[src/rtl/id_exe_stage_reg.sv]
// ID/EXE pipeline register with flush/freeze handling, bubble tracking and a freeze watchdog.
// Optional performance counters are enabled by defining ID_EXE_PERF_EN.
module id_exe_stage_reg #(
  parameter int DATA_W     = 32,
  parameter int REG_W      = 4,
  parameter int CMD_W      = 4,
  parameter int MAX_FREEZE = 15
) (
  input  logic              clk,
  input  logic              rst,
  input  logic              freeze,
  input  logic              flush,
  input  logic              in_valid,
  input  logic [DATA_W-1:0] in_pc,
  input  logic [DATA_W-1:0] in_val_rn,
  input  logic [DATA_W-1:0] in_val_rm,
  input  logic              in_imm,
  input  logic [11:0]       in_shift_operand,
  input  logic [23:0]       in_signed_imm24,
  input  logic [REG_W-1:0]  in_dest,
  input  logic [REG_W-1:0]  in_src1,
  input  logic [REG_W-1:0]  in_src2,
  input  logic              in_two_src,
  input  logic [CMD_W-1:0]  in_exe_cmd,
  input  logic              in_wb_en,
  input  logic              in_mem_r_en,
  input  logic              in_mem_w_en,
  input  logic              in_b,
  input  logic              in_s,
  input  logic              in_carry,
  output logic              out_valid,
  output logic [DATA_W-1:0] out_pc,
  output logic [DATA_W-1:0] out_val_rn,
  output logic [DATA_W-1:0] out_val_rm,
  output logic              out_imm,
  output logic [11:0]       out_shift_operand,
  output logic [23:0]       out_signed_imm24,
  output logic [REG_W-1:0]  out_dest,
  output logic [REG_W-1:0]  out_src1,
  output logic [REG_W-1:0]  out_src2,
  output logic              out_two_src,
  output logic [CMD_W-1:0]  out_exe_cmd,
  output logic              out_wb_en,
  output logic              out_mem_r_en,
  output logic              out_mem_w_en,
  output logic              out_b,
  output logic              out_s,
  output logic              out_carry,
`ifdef ID_EXE_PERF_EN
  output logic [31:0]       perf_bubble_cnt,
  output logic [31:0]       perf_freeze_cnt,
`endif
  output logic              freeze_timeout
);

  typedef struct packed {
    logic              valid;
    logic [DATA_W-1:0] pc;
    logic [DATA_W-1:0] val_rn;
    logic [DATA_W-1:0] val_rm;
    logic              imm;
    logic [11:0]       shift_operand;
    logic [23:0]       signed_imm24;
    logic [REG_W-1:0]  dest;
    logic [REG_W-1:0]  src1;
    logic [REG_W-1:0]  src2;
    logic              two_src;
    logic [CMD_W-1:0]  exe_cmd;
    logic              wb_en;
    logic              mem_r_en;
    logic              mem_w_en;
    logic              b;
    logic              s;
    logic              carry;
  } stage_t;

  localparam logic [7:0] FREEZE_LIMIT = 8'(MAX_FREEZE);

  stage_t     stage_d, stage_q;
  logic [7:0] frz_cnt_d, frz_cnt_q;
  logic       timeout_d, timeout_q;
  logic       hold;
  logic       load_bubble;

  assign hold        = freeze & ~flush;
  assign load_bubble = flush | (~freeze & ~in_valid);

  // Bubbles are all-zero so downstream control bits can never fire on them.
  always_comb begin
    stage_d = stage_q;
    if (load_bubble) begin
      stage_d = '0;
    end else if (!freeze) begin
      stage_d.valid         = 1'b1;
      stage_d.pc            = in_pc;
      stage_d.val_rn        = in_val_rn;
      stage_d.val_rm        = in_val_rm;
      stage_d.imm           = in_imm;
      stage_d.shift_operand = in_shift_operand;
      stage_d.signed_imm24  = in_signed_imm24;
      stage_d.dest          = in_dest;
      stage_d.src1          = in_src1;
      stage_d.src2          = in_src2;
      stage_d.two_src       = in_two_src;
      stage_d.exe_cmd       = in_exe_cmd;
      stage_d.wb_en         = in_wb_en;
      stage_d.mem_r_en      = in_mem_r_en;
      stage_d.mem_w_en      = in_mem_w_en;
      stage_d.b             = in_b;
      stage_d.s             = in_s;
      stage_d.carry         = in_carry;
    end
  end

  always_comb begin
    frz_cnt_d = 8'd0;
    if (hold) begin
      frz_cnt_d = (frz_cnt_q == FREEZE_LIMIT) ? frz_cnt_q : frz_cnt_q + 8'd1;
    end
    timeout_d = (frz_cnt_d == FREEZE_LIMIT);
  end

  always_ff @(posedge clk or negedge rst) begin
    if (!rst) begin
      stage_q   <= '0;
      frz_cnt_q <= 8'd0;
      timeout_q <= 1'b0;
    end else begin
      stage_q   <= stage_d;
      frz_cnt_q <= frz_cnt_d;
      timeout_q <= timeout_d;
    end
  end

  assign out_valid         = stage_q.valid;
  assign out_pc            = stage_q.pc;
  assign out_val_rn        = stage_q.val_rn;
  assign out_val_rm        = stage_q.val_rm;
  assign out_imm           = stage_q.imm;
  assign out_shift_operand = stage_q.shift_operand;
  assign out_signed_imm24  = stage_q.signed_imm24;
  assign out_dest          = stage_q.dest;
  assign out_src1          = stage_q.src1;
  assign out_src2          = stage_q.src2;
  assign out_two_src       = stage_q.two_src;
  assign out_exe_cmd       = stage_q.exe_cmd;
  assign out_wb_en         = stage_q.wb_en;
  assign out_mem_r_en      = stage_q.mem_r_en;
  assign out_mem_w_en      = stage_q.mem_w_en;
  assign out_b             = stage_q.b;
  assign out_s             = stage_q.s;
  assign out_carry         = stage_q.carry;
  assign freeze_timeout    = timeout_q;

`ifdef ID_EXE_PERF_EN
  logic [31:0] bub_cnt_d, bub_cnt_q;
  logic [31:0] pfrz_cnt_d, pfrz_cnt_q;

  // Both counters saturate rather than wrap.
  always_comb begin
    bub_cnt_d  = bub_cnt_q;
    pfrz_cnt_d = pfrz_cnt_q;
    if (load_bubble && bub_cnt_q != 32'hFFFF_FFFF) bub_cnt_d = bub_cnt_q + 32'd1;
    if (hold && pfrz_cnt_q != 32'hFFFF_FFFF) pfrz_cnt_d = pfrz_cnt_q + 32'd1;
  end

  always_ff @(posedge clk or negedge rst) begin
    if (!rst) begin
      bub_cnt_q  <= 32'd0;
      pfrz_cnt_q <= 32'd0;
    end else begin
      bub_cnt_q  <= bub_cnt_d;
      pfrz_cnt_q <= pfrz_cnt_d;
    end
  end

  assign perf_bubble_cnt = bub_cnt_q;
  assign perf_freeze_cnt = pfrz_cnt_q;
`endif

endmodule
[config.mk]
export PLATFORM = sky130hd
export DESIGN_NAME = id_exe_stage_reg
export DESIGN_NICKNAME = d
export VERILOG_FILES = /design/src/rtl/id_exe_stage_reg.sv
export SDC_FILE = /design/constraint.sdc
export NUM_CORES = 1
export LEC_CHECK = 0
export CAP_MARGIN = 5
export CORE_ASPECT_RATIO = 0.5
export CORE_MARGIN = 2
export CORE_UTILIZATION = 35
export CTS_CLUSTER_SIZE = 12
export DETAILED_ROUTE_END_ITERATION = 10
export GPL_ROUTABILITY_DRIVEN = 1
export PLACE_DENSITY = 0.84
export SLEW_MARGIN = 20
export SYNTH_ARGS = -nofsm -noshare
export SYNTH_HDL_FRONTEND = slang
export SYNTH_SLANG_ARGS = --single-unit
[constraint.sdc]
create_clock -name clk -period 1.7 [get_ports clk]
set_input_delay 0.17 -clock clk [delete_from_list [all_inputs] [get_ports clk]]
set_output_delay 0.17 -clock clk [all_outputs]
set_load 0.01 [all_outputs]
Word-level counts from Yosys, hierarchy flattened
Index checks and enable logic that the tools add are counted.

Bits in registers: 166. Bits of input ports: 161. Output and inout port bits: 158. Word-level logic and storage cells: 34.

Add/subtract/negate cells: 1. Equality and inequality tests: 3. Multiplexer cells: 4. Bitwise operators: 6.

Operator list (count): two-way mux 157 bit (2); equality test 8 x 4 -> 1 bit, second input constant (2); two-way mux 8 bit (2); adder 8 x 1 -> 8 bit, second input constant (1); inverter 1 bit (3); AND 1 bit (2); != test 2 x 1 -> 1 bit, second input constant (1); OR 1 bit (1).

Logic depth before layout (Yosys ltp)
Gate-level depths: netlist of run 1.

Depth after elaboration: 4. Mapped depth: 6. Depth with buffers taken out: 6.

Worst setup path before layout of run 1
Ideal clock, no wire load.

Path type: reg2reg. Start point: reg frz_cnt_q[0]. End point: reg timeout_q, in the netlist freeze_timeout. Setup time: 121 ps. Arrival time: 1569 ps. Data required time: 1579 ps. Path slack: 10 ps. Cell stages (with the launch flop): 7. Buffers on the path: 0. Clock period less this slack: 1690 ps. Path through: dfrtp_1 ha_1 nand3_1 or4_1 nand2_1 a31oi_1 and4b_1.

Word-level cells in the longest chain between the ends: 4. Elaborated cells between the ends (all ways): 5. Classes of those cells: 1 x add/sub; 2 x eq/ne; 2 x mux.

Ends and longest elaborated chain: from (decl) (line 80) `logic [7:0] frz_cnt_d, frz_cnt_q;`; from (signal assigned) (line 130) `frz_cnt_q <= frz_cnt_d;`; adder 8 x 1 -> 8 bit / equality test 8 x 4 -> 1 bit (equally long branches) (line 118) `frz_cnt_d = (frz_cnt_q == FREEZE_LIMIT) ? frz_cnt_q : frz_cnt_q + 8'd1;`; two-way mux 8 bit * (line 118); two-way mux 8 bit * (line 117) `if (hold) begin`; net frz_cnt_d[6] (line 80); equality test 8 x 4 -> 1 bit * (line 120) `timeout_d = (frz_cnt_d == FREEZE_LIMIT);`; net timeout_d (line 81) `logic timeout_d, timeout_q;`; to (signal assigned) (line 131) `timeout_q <= timeout_d;`; to (decl) (line 81).

Mark *: on every way through the listed nets, which the timed path passes. The rest lies on a longest branch. A chain may end at the register's enable or synchronous reset.

Worst setup path after layout of run 1
Start point: reg frz_cnt_q[0]. End point: reg timeout_q, in the netlist freeze_timeout.

Word-level cells in the longest chain between the ends: 4. Elaborated cells between the ends (all ways): 5. Classes of those cells: 1 x add/sub; 2 x eq/ne; 2 x mux.

Ends and longest elaborated chain (line): adder 8 x 1 -> 8 bit / equality test 8 x 4 -> 1 bit (equally long branches) (118); two-way mux 8 bit * (118); two-way mux 8 bit * (117); equality test 8 x 4 -> 1 bit * (120); net timeout_d (81).

Marks and branches as above.

==> results of run 1 <==
cell usage after synthesis, drive strengths merged:
cell type	instances
nor4	1
a21oi	4
a21o	1
o2111ai	1
a22o	156
ha	1
nand3	3
nor3b	1
or4	2
and4b	1
nand2b	1
a31oi	2
o211ai	1
nor3	1
buf	10
o21a	1
nand2	8
nand4	2
xor2	4
nor2b	2
clkbuf	27
and4	1
o21ai	2
and3	2
xnor2	1
nor2	8
dfrtp	166
cell families (layout without fill, tap and decap cells):
logic type,Yosys count,after routing
adder cells (fa/ha/maj),1,1
AND/OR/NAND/NOR,33,33
XOR/XNOR,5,5
buffers and inverters,37,380
AO/OA/AOI/OAI,168,168
flip-flops,166,166
state kept, by name (all words and copies together), names as in the netlist:
signal and cells:
out_src1 4, out_val_rm 32, out_shift_operand 12, frz_cnt_q 8, out_val_rn 32, out_exe_cmd 4, out_signed_imm24 24, out_src2 4
out_mem_r_en 1, out_carry 1, out_s 1, out_mem_w_en 1, out_two_src 1, out_pc 32, out_dest 4, out_wb_en 1
out_valid 1, freeze_timeout 1, out_b 1, out_imm 1
metal layers:
layer / up-vias / wire, um / global-route usage
met2: 150 / 9950 / 0.353
li1: 2235 / - / -
met1: 2530 / 7940 / 0.253
met3: 47 / 737 / 0.0469
met4: 0 / 607 / 0.0833
met5: - / 0 / 0
through the flow:
| stage | total power [mW] | TNS, ps | hold slack (ps) | area, um^2 |
|---|---|---|---|---|
| finish | 9.10 | 0 | 256 | 10300 |
| global route | 9.45 | -92.2 | 277 | 10300 |
| CTS | 9.17 | 0 | 258 | 10300 |
| detailed placement | 5.42 | -617 | 110 | 9680 |
| global placement | 5.39 | -111 | 109 | 9680 |
| floorplan | 4.53 | 0 | -126 | 6000 |
power by group through the flow:
stage                     sequential (mW)  clock (mW)  combinational, mW
after global routing                 4.19        4.01               1.25
after CTS                            4.18        3.81               1.18
after global placement               4.24           0               1.15
final                                4.18        3.75               1.18
after detailed placement             4.25           0               1.18
after floorplan                      4.31           0              0.222
repair_timing:
item / in CTS / in global routing
cloned: 0 / 0
endpoints found under the hold margin: 32 / 0
gates resized for setup: 2 / 2
hold buffers: 1 / 0
setup endpoints to repair: 1 / 1
worst paths after layout:
path,start,endpoint,slack [ps],cells past startpoint
max,frz_cnt_q[0]$_DFF_PN0_,freeze_timeout$_DFF_PN0_,20,6
min,rst,out_pc[11]$_DFFE_PN0P_,260,2
max reg2reg,frz_cnt_q[0]$_DFF_PN0_,freeze_timeout$_DFF_PN0_,20,6
min reg2reg,out_valid$_DFFE_PN0P_,out_valid$_DFFE_PN0P_,500,1
max in group asynchronous,rst,out_val_rn[5]$_DFFE_PN0P_,860,3
min in group clk,in_signed_imm24[15],out_signed_imm24[15]$_DFFE_PN0P_,360,2
area by class of cell:
cell class	count	share of cell area
Clock buffer	20	0.0435
Sequential cell	166	0.405
Clock inverter	12	0.0117
Timing Repair Buffer	348	0.346
Tap cell	227	0.0277
Multi-Input combinational cell	207	0.167
==> results.tsv, run 1 <==
metric	value	unit
outcome	complete, no violations	
Setup WS post-layout	24.9	ps
Worst setup SP type	register	
CTS sink count	166	
commonest cells after routing, fill and taps aside	317 x clkdlybuf4s50_1, 166 x dfrtp_1, 156 x a22o_1, 18 x buf_4, 17 x clkbuf_16	
Post-Synth Adder-Cell Area	0.00209	
number of placed cells counting well taps	947	
Synth Net Count	572	
CP Capture Type	register	
final setup fails	0	
first-pass GRT wire length	28.7	mm
IO Count	319	
Layout Cells excl Fill	980	
multi-input logic area	1710	um^2
total gr overflow	0	
clk buf depth	2	
Antenna Nets Post-Route	0	
Seq/Total Area, Yosys	0.693	
Initial Utilization	0.362	
Power Density	886	nW/um^2
Syn Std Cell Area	6000	um^2
vias in the first global route	5141	
VDD IR-drop max	681	uV
GPL Wtd Cong	0.801	
xor/xnor cell area share of the yosys netlist	0.00730	
WS Path Type	reg2reg	
Max Fclk	597	MHz
Die Width	189	um
largest net degree at the start of global routing	76	
power share of the clock group	0.412	
Final min period	1680	ps
Core Util, Final	0.620	
DR vias/cell	5.06	
Avg Cell Area, Syn	14.6	um^2
Synth Area in Compound Gates	0.241	
post-synth top area share	0.693	
Die H	96.6	um
Post-CTS Setup Bufs	0	
CTS tree	yes	
Synth warnings	0	
Combinational Power Share	0.129	
critical path cell sequence	ha_2, nor2b_4, nor2_1, or4_1, nor2_2, and4b_1	
Gate Count Post-Synth	410	
Worst-Skew Late Latency	400	ps
Sw Share	0.241	
pre-CTS setup slack	-181	ps
Worst EP arrival	2010	ps
fin crit share	0.985	
pins over their slew limit	0	
skew final	5.54	ps
Bufs and invs on worst path	0	
Synth area leaders	dfrtp_1 69%, a22o_1 23%, clkbuf_1 1.7%, buf_2 0.67%, xor2_1 0.58%	
CP max FO	2	
Seq pwr share	0.459	
post-synthesis mux area share	0	
Worst path top cell family by delay	simple AND/OR/NAND/NOR gates	
die area	18300	um^2
worst hold path type	in2async	
Vias	4962	
P_leak	4.57	nW
initial antenna violation count	0	
final hold violations	0	
slew margin rel.	0.739	
DRC violation count after routing	0	
Synth Area in Simple Gates	0.0315	
DP Wirelength	14.1	mm
Core Box Area	16600	um^2
DR iter-0 viols	196	
#FFs+latches synth	166	
Antenna Cells	0	
Pre-antenna DRT Iters	4	
CTS root buffer	clkbuf_16	
crit path max-delay cell type	or4_1	
RSZ-0062 raised after global routing	true	
commonest non-fill, non-tap cell in the layout	clkdlybuf4s50_1	
largest family of logic cells by synthesized area	compound AO/OA/AOI/OAI gates	
Synth cell types	31	
worst-margin pin slew	391	ps
slowest stage delay, CP	420	ps
Register Area	4150	um^2
H-tree depth	4	
cell taking the most area after synthesis	dfrtp_1	
Final Net Count	902	
CTS clk-pin slew, worst paths	70	ps
WL per Instance	19.6	um
row cnt	33	
Net Sw Power	2.19	mW
CP required	2030	ps
Detailed Route WL	19.2	mm
# port buffers	318	
Total Routing Usage GR	0.204	
Fillers	1293	
MaxCap Viol Count	0	
Area growth, synth to finish	71.2	%
share of layout cells above drive strength 1	0.0890	
P_int	6.91	mW
CTS Buf Count	17	
No activity file was read; power rests on OpenSTA's default activity.
==> run 2, diff against run 1 <==
--- a/constraint.sdc
+++ b/constraint.sdc
@@ -3,2 +3,2 @@
 set_output_delay 0.17 -clock clk [all_outputs]
-set_load 0.01 [all_outputs]
+set_load 0.1 [all_outputs]
==> run 2 against run 1 <==
Compared with the run above: die area did not move; critical path depth did not move; maximum frequency fell by 1.4%; via count fell by 1.0%; sequential cell count did not move; first-iteration DRC count rose by 71%; final cell count is 0.20% lower; clock-buffer cell count shrank 3; largest power group unchanged; global-route usage fell by 0.92 points.
==> results.tsv, run 2 (synthesis gave the netlist of run 1 again) <==
metric	value	unit
Detailed Route WL	18.8	mm
final hold violations	0	
DP Wirelength	13.6	mm
IO Count	319	
Die H	96.6	um
Max Fclk	589	MHz
DR vias/cell	5.02	
Final Net Count	901	
grt met1 use	0.243	
DRC violation count after routing	0	
CP required	2040	ps
WS Path Type	reg2reg	
final setup fails	0	
CTS Buf Count	17	
die area	18300	um^2
H-tree depth	4	
CTS root buffer	clkbuf_16	
final hold slack	294	ps
design area	10000	um^2
fin crit share	0.999	
met2 Use GR	0.355	
Area growth, synth to finish	67.4	%
DR iter-0 viols	336	
total gr overflow	0	
VDD IR-drop max	643	uV
Final min period	1700	ps
Vias	4912	
worst hold path type	in2async	
worst-margin pin slew	496	ps
multi-input logic area	1720	um^2
first-pass GRT wire length	27.5	mm
Antenna Cells	0	
Total Routing Usage GR	0.195	
MaxCap Viol Count	0	
met3 Use GR	0.0354	
placed cell area	9400	um^2
Initial Utilization	0.362	
Worst setup SP type	register	
Register Area	4160	um^2
GPL Wtd Cong	0.818	
Pre-antenna DRT Iters	4	
Core Box Area	16600	um^2
row cnt	33	
slew margin rel.	0.669	
Worst-Skew Late Latency	400	ps
CTS clk-pin slew, worst paths	70	ps
CTS sink count	166	
Antenna Nets Post-Route	0	
commonest non-fill, non-tap cell in the layout	dfrtp_1	
WL per Instance	19.2	um
Power Density	1020	nW/um^2
largest net degree at the start of global routing	76	
clk buf depth	2	
skew final	8.37	ps
outcome	complete, no violations	
initial antenna violation count	0	
Die Width	189	um
# port buffers	318	
P_leak	4.92	nW
GRT busiest layer	met2	
CP max FO	2	
CP Capture Type	register	
vias in the first global route	5026	
RSZ-0062 raised after global routing	true	
Worst EP arrival	2040	ps
pins over their slew limit	0	
CTS tree	yes	
Fillers	1289	
commonest cells after routing, fill and taps aside	165 x dfrtp_1, 163 x buf_4, 159 x clkdlybuf4s50_1, 156 x a22o_1, 22 x buf_12	
share of layout cells above drive strength 1	0.300	
-- run 2: cell types whose count changed in the layout (fill, tap and decap cells not counted), sizes merged --
cell and delta:
buf +157, bufinv +1, clkbuf -3, clkdlybuf4s50 -158
clkinv +3, clkinvlp -3, inv +1
-- run 2: layer usage --
layer / vias up / wire length (um) / part of all wire
met4: 0 / 299 / 0.016
met3: 24 / 565 / 0.030
li1: 2226 / - / -
met2: 104 / 10100 / 0.54
met5: - / 0 / 0
met1: 2558 / 7820 / 0.42
-- run 2: final timing paths --
path	from	slack (ps)	cells past startpoint	to
min	rst	290	2	out_pc[12]$_DFFE_PN0P_
min reg2reg	out_valid$_DFFE_PN0P_	480	1	out_valid$_DFFE_PN0P_
max reg2reg	frz_cnt_q[1]$_DFF_PN0_	1	6	freeze_timeout$_DFF_PN0_
max in group asynchronous	rst	740	3	frz_cnt_q[2]$_DFF_PN0_
max	frz_cnt_q[1]$_DFF_PN0_	1	6	freeze_timeout$_DFF_PN0_
min in group clk	in_signed_imm24[16]	360	2	out_signed_imm24[16]$_DFFE_PN0P_
-- run 2: repair_timing --
item                                    in CTS  in global routing
gates cloned                                 0                  0
resized for setup                            2                  4
endpoints found under the hold margin       42                  0
pin swaps                                    0                  3
endpoints found under the setup margin       1                  1
hold buffers                                 1                  0
buffers inserted                             0                  1
-- run 2: stage by stage --
step           utilization  total power [mW]  TNS (ps)  setup slack, ps  cells
2_1_floorplan            -              5.50         0             10.3    410
3_3_place_gp         0.568              6.35      -101             -101    945
3_5_place_dp         0.568              6.38      -154             -154    945
4_1_cts              0.605              10.3         0             12.5    977
5_1_grt              0.606              10.6     -86.6            -86.6    978
6_report             0.606              10.2         0             1.03    978
-- run 2: worst max-delay path, stage by stage (launching register included) --
cell     delay [ps]
dfrtp_1         420
ha_4            280
nor2b_4         150
nor2_1           40
or4_1           390
nor2_1          130
and4b_1         210
-- run 2: power breakdown --
group	switching, mW	leakage, nW	total, mW	internal, mW
logic	1.43	2.36	2.13	0.693
clock network	1.70	0.290	3.91	2.21
registers	0.0958	2.26	4.19	4.09
-- run 2: layout make-up --
cell class | count | area share
Clock inverter | 14 | 0.0167
Multi-Input combinational cell | 207 | 0.171
Clock buffer | 17 | 0.0424
Tap cell | 227 | 0.0283
Timing Repair Buffer | 347 | 0.328
Sequential cell | 166 | 0.414
==> run 3, diff against run 2 <==
Settings changed: CORE_UTILIZATION 35 to 42, PLACE_DENSITY 0.84 to 0.93.
Clock period 1.7 ns to 2.1 ns, I/O delays scaled along.
==> run 3 against run 2 <==
Compared with the run above: critical path depth stayed put; final cell count is 4.8% lower; die area is 16% lower; highest routed layer unchanged; hold slack better by 72 ps; clock-buffer cell count is 3 higher; largest power group unchanged; non-clock buffer count is 13 lower; routed wire length is 0.78% higher; clock skew hardly changed; global-route usage is 4.4 points higher; utilization is 9.9 points higher; first-iteration DRC count is 9.2% higher.
==> results.tsv, run 3 (synthesis gave the netlist of run 1 again) <==
metric	value	unit
slowest stage delay, CP	500	ps
CP max FO	7	
CP required	2390	ps
Antenna Nets Post-Route	0	
Post-CTS Setup Bufs	0	
initial antenna violation count	0	
row cnt	30	
fin crit share	0.913	
slew margin rel.	0.615	
outcome	complete, no violations	
multi-input logic area	1700	um^2
clk buf depth	2	
Worst path top cell family by delay	simple AND/OR/NAND/NOR gates	
DRC violation count after routing	0	
DR vias/cell	5.31	
total gr overflow	0	
DP Wirelength	13.9	mm
first-pass GRT wire length	28.5	mm
total power	8.22	mW
CP Capture Type	register	
Resized Gates After CTS	0	
Final min period	1920	ps
pins over their slew limit	0	
Power Density	848	nW/um^2
Pre-antenna DRT Iters	4	
Register Area	4150	um^2
Initial Utilization	0.436	
final setup fails	0	
Core Box Area	13700	um^2
critical path cell sequence	ha_1, nand3_1, or4_1, nand2_1, a31oi_1, and4b_1	
IO Count	319	
RSZ-0062 raised after global routing	false	
CTS tree	yes	
TNS Setup	0	ps
DR iter-0 viols	367	
Hold Buf Count CTS	1	
Area growth, synth to finish	61.6	%
Die H	88.5	um
Worst-Skew Late Latency	400	ps
Vias	4944	
MaxCap Viol Count	0	
Die Width	173	um
die area	15300	um^2
Fillers	980	
worst hold path type	in2async	
largest net degree at the start of global routing	69	
design area	9690	um^2
Max Fclk	521	MHz
CTS root buffer	clkbuf_16	
commonest cells after routing, fill and taps aside	166 x dfrtp_1, 166 x buf_4, 159 x clkdlybuf4s50_1, 156 x a22o_1, 17 x clkbuf_16	
Detailed Route WL	18.9	mm
Worst setup SP type	register	
H-tree depth	4	
WL per Instance	20.3	um
crit path max-delay cell type	or4_1	
final hold violations	0	
share of layout cells above drive strength 1	0.283	
CTS clk-pin slew, worst paths	70	ps
Antenna Cells	0	
worst-margin pin slew	578	ps
Total Routing Usage GR	0.239	
vias in the first global route	5020	
WS Path Type	reg2reg	
GPL Wtd Cong	0.877	
# port buffers	318	
CTS sink count	166	
Worst EP arrival	2210	ps
VDD IR-drop max	598	uV
Final Net Count	888	
placed cell area	9080	um^2
Bufs and invs on worst path	0	
P_leak	4.80	nW
skew final	8.22	ps
CTS Buf Count	17	
## run 3: cell count changes in the layout (fill, tap and decap cells not counted), sizes merged
cell,change
clkbuf,+3
clkinv,-2
clkinvlp,+3
buf,-13
inv,-3
## run 3: worst reg2reg max path, cell delays in order, from the launching register on
cell and delay (ps):
dfrtp_1 450, ha_1 340, nand3_1 190, or4_1 500, nand2_1 110, a31oi_1 40
and4b_1 190
## run 3: report_power, final
group / internal, mW / switching (mW)
registers: 3.31 / 0.0770
logic: 0.522 / 1.16
clock network: 1.84 / 1.31
## run 3: metal layers
layer / vias up / GRT usage / part of all wire
met5: - / 0 / 0
met1: 2554 / 0.296 / 0.40
met2: 150 / 0.435 / 0.55
li1: 2214 / - / -
met3: 26 / 0.0477 / 0.035
met4: 0 / 0.0724 / 0.019
## run 3: final cells by class
type,count,area share
flip-flops and latches,166,0.429
well taps,192,0.0248
multi-input cells,207,0.175
clock inverters,12,0.0147
clock buffers,20,0.0471
repair buffers,334,0.309
## run 3: worst paths after layout
kind                                              from                          to  slack (ps)  cells past startpoint
min in group clk                         in_val_rm[26]  out_val_rm[26]$_DFFE_PN0P_         400                      2
worst max register to register  frz_cnt_q[0]$_DFF_PN0_    freeze_timeout$_DFF_PN0_         180                      6
worst max-delay path            frz_cnt_q[0]$_DFF_PN0_    freeze_timeout$_DFF_PN0_         180                      6
max in group asynchronous                          rst  out_val_rn[11]$_DFFE_PN0P_        1120                      3
worst min-delay path                               rst  out_exe_cmd[3]$_DFFE_PN0P_         370                      2
worst min register to register   out_valid$_DFFE_PN0P_       out_valid$_DFFE_PN0P_         490                      1
## run 3: per-stage QoR
stage / hold WS, ps / instances / setup slack (ps) / util
after detailed placement: 235 / 898 / 192 / 0.661
after global placement: 228 / 898 / 256 / 0.661
after global routing: 394 / 931 / 61.8 / 0.705
final: 366 / 931 / 182 / 0.705
after CTS: 374 / 931 / 192 / 0.705
after floorplan: -85.6 / 410 / 410 / -
